`config.mk`:
```
export PLATFORM = sky130hd
export DESIGN_NAME = regfile_param
export DESIGN_NICKNAME = d
export VERILOG_FILES = /design/src/rtl/regfile_param.sv
export SDC_FILE = /design/constraint.sdc
export NUM_CORES = 1
export LEC_CHECK = 0
export CORE_ASPECT_RATIO = 1.2
export CORE_MARGIN = 2
export CORE_UTILIZATION = 35
export CTS_CLUSTER_SIZE = 16
export DETAILED_ROUTE_END_ITERATION = 16
export GPL_ROUTABILITY_DRIVEN = 0
export PLACE_DENSITY = 0.57
export RECOVER_POWER = 100
export SETUP_SLACK_MARGIN = 0.1
export SLEW_MARGIN = 40
export SYNTH_ARGS = -nofsm -noshare
export SYNTH_HDL_FRONTEND = slang
export SYNTH_SLANG_ARGS = --single-unit
export TNS_END_PERCENT = 20
```
`constraint.sdc`:
```
create_clock -name clk -period 1.6 [get_ports clk]
set_input_delay 0.24 -clock clk [delete_from_list [all_inputs] [get_ports clk]]
set_output_delay 0.24 -clock clk [all_outputs]
set_load 0.005 [all_outputs]
```
`src/rtl/regfile_param.sv`:
```
// Parametrised multi-port register file with optional zero register,
// optional write-to-read bypass and a one-entry-per-cycle clear engine.
module regfile_param #(
    parameter int WIDTH    = 8,
    parameter int DEPTH    = 4,
    parameter int ADDR_W   = $clog2(DEPTH),
    parameter int ZERO_REG = 0,
    parameter int BYPASS   = 1
) (
    input  logic              clk,
    input  logic              rst_n,
    input  logic              we,
    input  logic [ADDR_W-1:0] wr,
    input  logic [WIDTH-1:0]  wd,
    input  logic [ADDR_W-1:0] rr1,
    input  logic [ADDR_W-1:0] rr2,
    output logic [WIDTH-1:0]  rd1,
    output logic [WIDTH-1:0]  rd2,
    input  logic              clr_req,
    output logic              clr_busy
);

    localparam logic [0:0] S_IDLE  = 1'b0;
    localparam logic [0:0] S_CLEAR = 1'b1;

    localparam logic [31:0]       DEPTH_U = DEPTH;
    localparam logic [ADDR_W-1:0] LAST    = ADDR_W'(DEPTH - 1);

    logic [WIDTH-1:0]  mem [DEPTH];
    logic [0:0]        state;
    logic [ADDR_W-1:0] idx;
    logic              wr_ok;

    function automatic logic in_range(input logic [ADDR_W-1:0] a);
        return 32'(a) < DEPTH_U;
    endfunction

    function automatic logic is_zero_reg(input logic [ADDR_W-1:0] a);
        return (ZERO_REG != 0) && (a == '0);
    endfunction

    assign clr_busy = (state == S_CLEAR);

    // rst_n gates the bypass so reads stay 0 while reset is held
    assign wr_ok = rst_n && we && !clr_busy
                && in_range(wr) && !is_zero_reg(wr);

    function automatic logic [WIDTH-1:0] rd_val(input logic [ADDR_W-1:0] a);
        logic [WIDTH-1:0] v;
        v = '0;
        if (in_range(a) && !is_zero_reg(a)) begin
            if ((BYPASS != 0) && wr_ok && (wr == a)) v = wd;
            else                                      v = mem[a];
        end
        return v;
    endfunction

    always_comb begin
        rd1 = rd_val(rr1);
        rd2 = rd_val(rr2);
    end

    always_ff @(posedge clk or negedge rst_n) begin
        if (!rst_n) begin
            for (int i = 0; i < DEPTH; i++) mem[i] <= '0;
            state <= S_IDLE;
            idx   <= '0;
        end else begin
            unique case (state)
                S_IDLE: begin
                    if (wr_ok) mem[wr] <= wd;
                    if (clr_req) begin
                        state <= S_CLEAR;
                        idx   <= '0;
                    end
                end
                S_CLEAR: begin
                    mem[idx] <= '0;
                    if (idx == LAST) begin
                        state <= S_IDLE;
                        idx   <= '0;
                    end else begin
                        idx <= idx + 1'b1;
                    end
                end
                default: begin
                    state <= S_IDLE;
                    idx   <= '0;
                end
            endcase
        end
    end

endmodule

```
Word-level counts from Yosys, hierarchy flattened
Index checks and enable logic that the tools add are counted.
{"block": "word_totals", "register_bits": 35, "out_inout_bits": 17, "input_bits": 18, "elab_cells": 53}
{"block": "op_classes", "eq_ne": 5, "reduce_logical": 7, "order_cmp": 6, "mux": 21, "bitwise_logic": 7, "add_sub_neg": 1}
{"op": "2-to-1 mux 8 bit", "n": 8}
{"op": "case mux 32 bit (2 select lines)", "n": 1}
{"op": "bitwise AND 32 bit", "n": 1}
{"op": "binary-select mux 8 bit (select 2 bit)", "n": 2}
{"op": "bitwise mux 32 bit", "n": 1}
{"op": "demux 8 bit (select 2 bit)", "n": 2}
{"op": "2-to-1 mux 32 bit", "n": 1}
{"op": "inverter 32 bit", "n": 1}
{"op": "greater-or-equal comparator 3 bit, second input constant", "n": 4}
{"op": "inverter 2 -> 3 bit", "n": 4}
{"op": "logical AND 1 bit", "n": 6}
{"op": "less-than comparator 3 x 1 -> 1 bit, second input constant", "n": 2}
{"op": "== test 2 bit", "n": 2}
{"op": "2-to-1 mux 2 bit", "n": 2}
{"op": "!= test 2 bit, second input constant", "n": 2}
{"op": "case mux 2 bit (2 select lines)", "n": 1}
{"op": "adder 2 x 1 -> 2 bit, second input constant", "n": 1}
{"op": "== test 2 bit, second input constant", "n": 1}
{"op": "2-to-1 mux 1 bit", "n": 2}
{"op": "case mux 1 bit (2 select lines)", "n": 1}
{"op": "logical NOT 1 bit", "n": 1}
{"op": "inverter 1 bit", "n": 1}

Longest topological paths before layout
{"block": "logic_depth", "depth_word": 8, "ltp_mapped": 5, "depth_no_buf": 5}

Least setup slack after synthesis
No wires, ideal clock.
{"block": "synth_timing", "path_type": "reg-to-output", "start": "register state, in the netlist clr_busy", "end": "output port rd1[0]", "path_buffers": 1, "slack_ns": -0.034, "required_time_ns": 1.360, "t_arrival_ns": 1.394, "stages_incl_launch_ff": 4, "path_cell_list": "dfrtp_1 > buf_2 > nor4_4 > mux2_2"}
{"block": "synth_via", "elab_chain_len": 4}
{"item": "from (decl)", "line_no": "30", "text": "logic [0:0] state;"}
{"item": "from (signal assigned)", "line_no": "66", "text": "state <= S_IDLE;"}
{"item": "from (signal assigned)", "line_no": "73", "text": "state <= S_CLEAR;"}
{"item": "from (signal assigned)", "line_no": "80", "text": "state <= S_IDLE;"}
{"item": "logical NOT 1 bit", "line_no": "45", "text": "assign wr_ok = rst_n && we && !clr_busy"}
{"item": "logical AND 1 bit", "line_no": "45"}
{"item": "logical AND 1 bit", "line_no": "52", "text": "if ((BYPASS != 0) && wr_ok && (wr == a)) v = wd;"}
{"item": "2-to-1 mux 8 bit", "line_no": "52"}
{"item": "to (decl)", "line_no": "17", "text": "output logic [WIDTH-1:0] rd1,"}
Every way passes these cells.

Worst setup path after layout
{"block": "layout_timing", "start": "input port rst_n", "end": "output port rd1[6]"}
{"block": "layout_via", "elab_chain_len": 4}
{"item": "from (decl)", "line_no": "11", "text": "input logic rst_n,"}
{"item": "logical AND 1 bit (2 in series)", "line_no": "45"}
{"item": "logical AND 1 bit", "line_no": "52"}
{"item": "2-to-1 mux 8 bit", "line_no": "52"}
Every way passes these cells.

==> impl_metrics.tcl <==
set metrics [dict create \
    status "finished, violations left" \
    violations "setup timing" \
    p_sw_frac 0.3265 \
    power.switching_mw 1.158 \
    ys_seq_area_frac 0.3966 \
    seq_power_share 0.363 \
    min_period_over_period 1.183 \
    ys.flop_type "dfrtp_1" \
    routedWlPerCell_um 17.11 \
    nets 299 \
    maxCapViolations 0 \
    first_iter_violations 85 \
    syn-num-nets 205 \
    synth.ff_latch_count 35 \
    grt_pass1_vias 1902 \
    final_core_util 0.5428 \
    yosysMostFrequentCell "nand2_1" \
    clock_latency_ns 0.29 \
    max_slew_margin 0.7011 \
    critPathSlowestCell "nor4_4" \
    skew_ns 0.005651 \
    worst_ep_arrival_time_ns 1.65 \
    synthToLayoutAreaGrowth_pct 48.73 \
    comb_power_share 0.437 \
    critical_path_class "input port to output pin" \
    syn_inst 183 \
    worst_slack_ns -0.2930 \
    yosys-top-cells-count "nand2_1 (36), dfrtp_1 (35), mux2i_1 (25), mux2_2 (16), mux4_2 (16)" \
    r2r_slack_ns 0.10 \
    hold_class "input port to async pin" \
    pre_cts_slack_ns -0.9253 \
    r2r_start "clr_busy" \
    required_ns 1.36 \
    dr.pass1.iters 4 \
    rows 31 \
    grt_first_pass_wirelength_um 9708 \
    r2r_cells 5 \
    final_antenna_net_count 0 \
    tightestPinTransition_ns 0.4473 \
    cp_cell_sequence "clkbuf_2 > nand2_4 > buf_12 > nor4_4 > buf_6 > buf_6 > mux2_4 > buf_6" \
    cts.root.buffer_cell "clkbuf_8" \
    cts_sinks 35 \
    numCtsBuffers 5 \
    antenna_found_initial 0 \
    crit_path_start_kind "input port" \
    cpPeakStageDelay_ns 0.31 \
    crit_top_cell "buf_6" \
    vdd_drop_max_uv 730.3 \
    avgSynthCellArea_um2 12.07 \
    crit_start "rst_n" \
    rsz0062_at_grt "true" \
    yosys_warnings 0 \
    yosysTopAreaCell "dfrtp_1" \
    grt_max_degree 38 \
    grt.total_usage 0.1836 \
    fin_cells 360 \
    wl_um 6159 \
    vias 1762 \
    cts_max_path_buffers 2 \
    clock_power_share 0.200 \
    diodes 0 \
    fmax_mhz 528.3 \
    core_area_um2 6051 \
    ioPinCount 35 \
    synth_top_area_frac 0.3966 \
    dieWidth_um 76.51 \
    synthDistinctLibCells 28 \
    initial_utilization 0.3650 \
    h-tree-depth 2 \
    end_kind "output pin" \
    synthArstFlopShare 1.000 \
    clk_pin_slew_ns 0.07 \
    synth-edff-count 0 \
    drc_errors 0 \
    tns_ns -4.010 \
    hold_buffers 0 \
    die_area_um2 6964 \
    setup_violations 17 \
    cp-endpoint "rd1[6]" \
    place_hpwl_um 4441 \
    grt_overflow_total 0 \
    dp_cells 340 \
    drv_slew 0 \
    layout-drive-gt1-share 0.4748 \
    timing.rr.end "mem[11]" \
    synthTopCellsByArea "dfrtp_1 (40%), mux4_2 (16%), mux2i_1 (11%)" \
    p_leak_nw 1.668 \
    internal_power_mw 2.388 \
    vias_per_cell 4.894 \
    hold_viol_final 0 \
    crit_path_max_fanout 5 \
    post-route-min-period_ns 1.893 \
    cts_tree "yes" \
    die_h_um 91.02 \
    power_density_nw_per_um2 1080 \
    synth.cell_area_um2 2208 \
    portBuffers 34 \
]
==> through the flow <==
step                      instance area, um^2  power, mW  hold WS [ns]
after floorplan                          2218      2.038      -0.05559
after global placement                   3002      2.755        0.5276
after detailed placement                 3002      2.779        0.5373
after CTS                                3253      3.540        0.1743
after global routing                     3284      3.758      0.007953
final                                    3284      3.546      0.003862
==> sequential cells by signal, summed over array words and instances (netlist names) <==
name      flops
mem          32
clr_busy      1
idx           2
==> power groups by stage <==
stage	Sequential, mW	Combinational (mW)	Clock [mW]
2_1_floorplan	1.24	0.801	0
3_3_place_gp	1.30	1.46	0
3_5_place_dp	1.30	1.48	0
4_1_cts	1.29	1.52	0.727
5_1_grt	1.32	1.67	0.766
6_report	1.29	1.55	0.708
==> kinds of logic after synthesis <==
kind of cell | after synthesis | share of synthesized area
buffers and inverters | 21 | 0.04646
muxes | 57 | 0.3581
adders and majority gates | 4 | 0.02266
xor gates and xnor gates | 4 | 0.01586
and+or+nand+nor | 50 | 0.1179
DFF | 35 | 0.3966
AOI/OAI and AO/OA | 12 | 0.04249
==> layout make-up <==
| type | instances | area (um^2) |
|---|---|---|
| clock buffer | 8 | 100.1 |
| fill | 554 | 2766 |
| inverter | 11 | 41.29 |
| multi-input combinational | 127 | 1301 |
| sequential | 35 | 877.1 |
| tap | 82 | 102.6 |
| timing repair buffer | 97 | 862.1 |
==> critical path: cells and delay by family <==
family / cells / cell delay (ns)
mux: 1 / 0.30
buf+inv: 5 / 0.70
simple gates: 2 / 0.40
==> how the worst min path moves through the flow <==
stage / startpoint / endpoint / slack [ns]
final: rst_n / mem[30] / 0.004
after global routing: rst_n / mem[30] / 0.008
after CTS: rst_n / idx[1] / 0.17
after detailed placement: mem[21] / mem[21] / 0.54
after global placement: mem[21] / mem[21] / 0.53
after floorplan: rst_n / clr_busy / -0.06
==> cell usage in the layout (no fill, tap or decap), types with 4 or more instances in the layout <==
master           netlist  routed
clkbuf_2               0      10
mux2i_1               25      25
clkdlybuf4s50_1        0      10
buf_12                 0       4
dfrtp_1               35      34
mux4_2                16      16
buf_4                  0      46
buf_6                  2      23
nand2_1               36      35
ha_1                   4       4
mux2_4                 0      13
a2bb2oi_1              7       7
clkbuf_8               0       7
inv_1                 11      11
==> timing repair <==
action / in CTS / in global routing
setup buffers: 10 / 2
endpoints found under the setup margin: 49 / 48
resized for setup: 100 / 26
gates cloned: 0 / 0
pin swaps: 2 / 2
==> metal layers <==
layer  track usage  vias up  share of wire  wire length, um
met2        0.3237       39           0.51             3151
li1              -      848              -                -
met3       0.02783       14          0.028              174
met5             0        -              0                0
met4       0.07879        0          0.029              179
met1        0.2222      861           0.43             2654
Power figures use the tool's default switching activity.
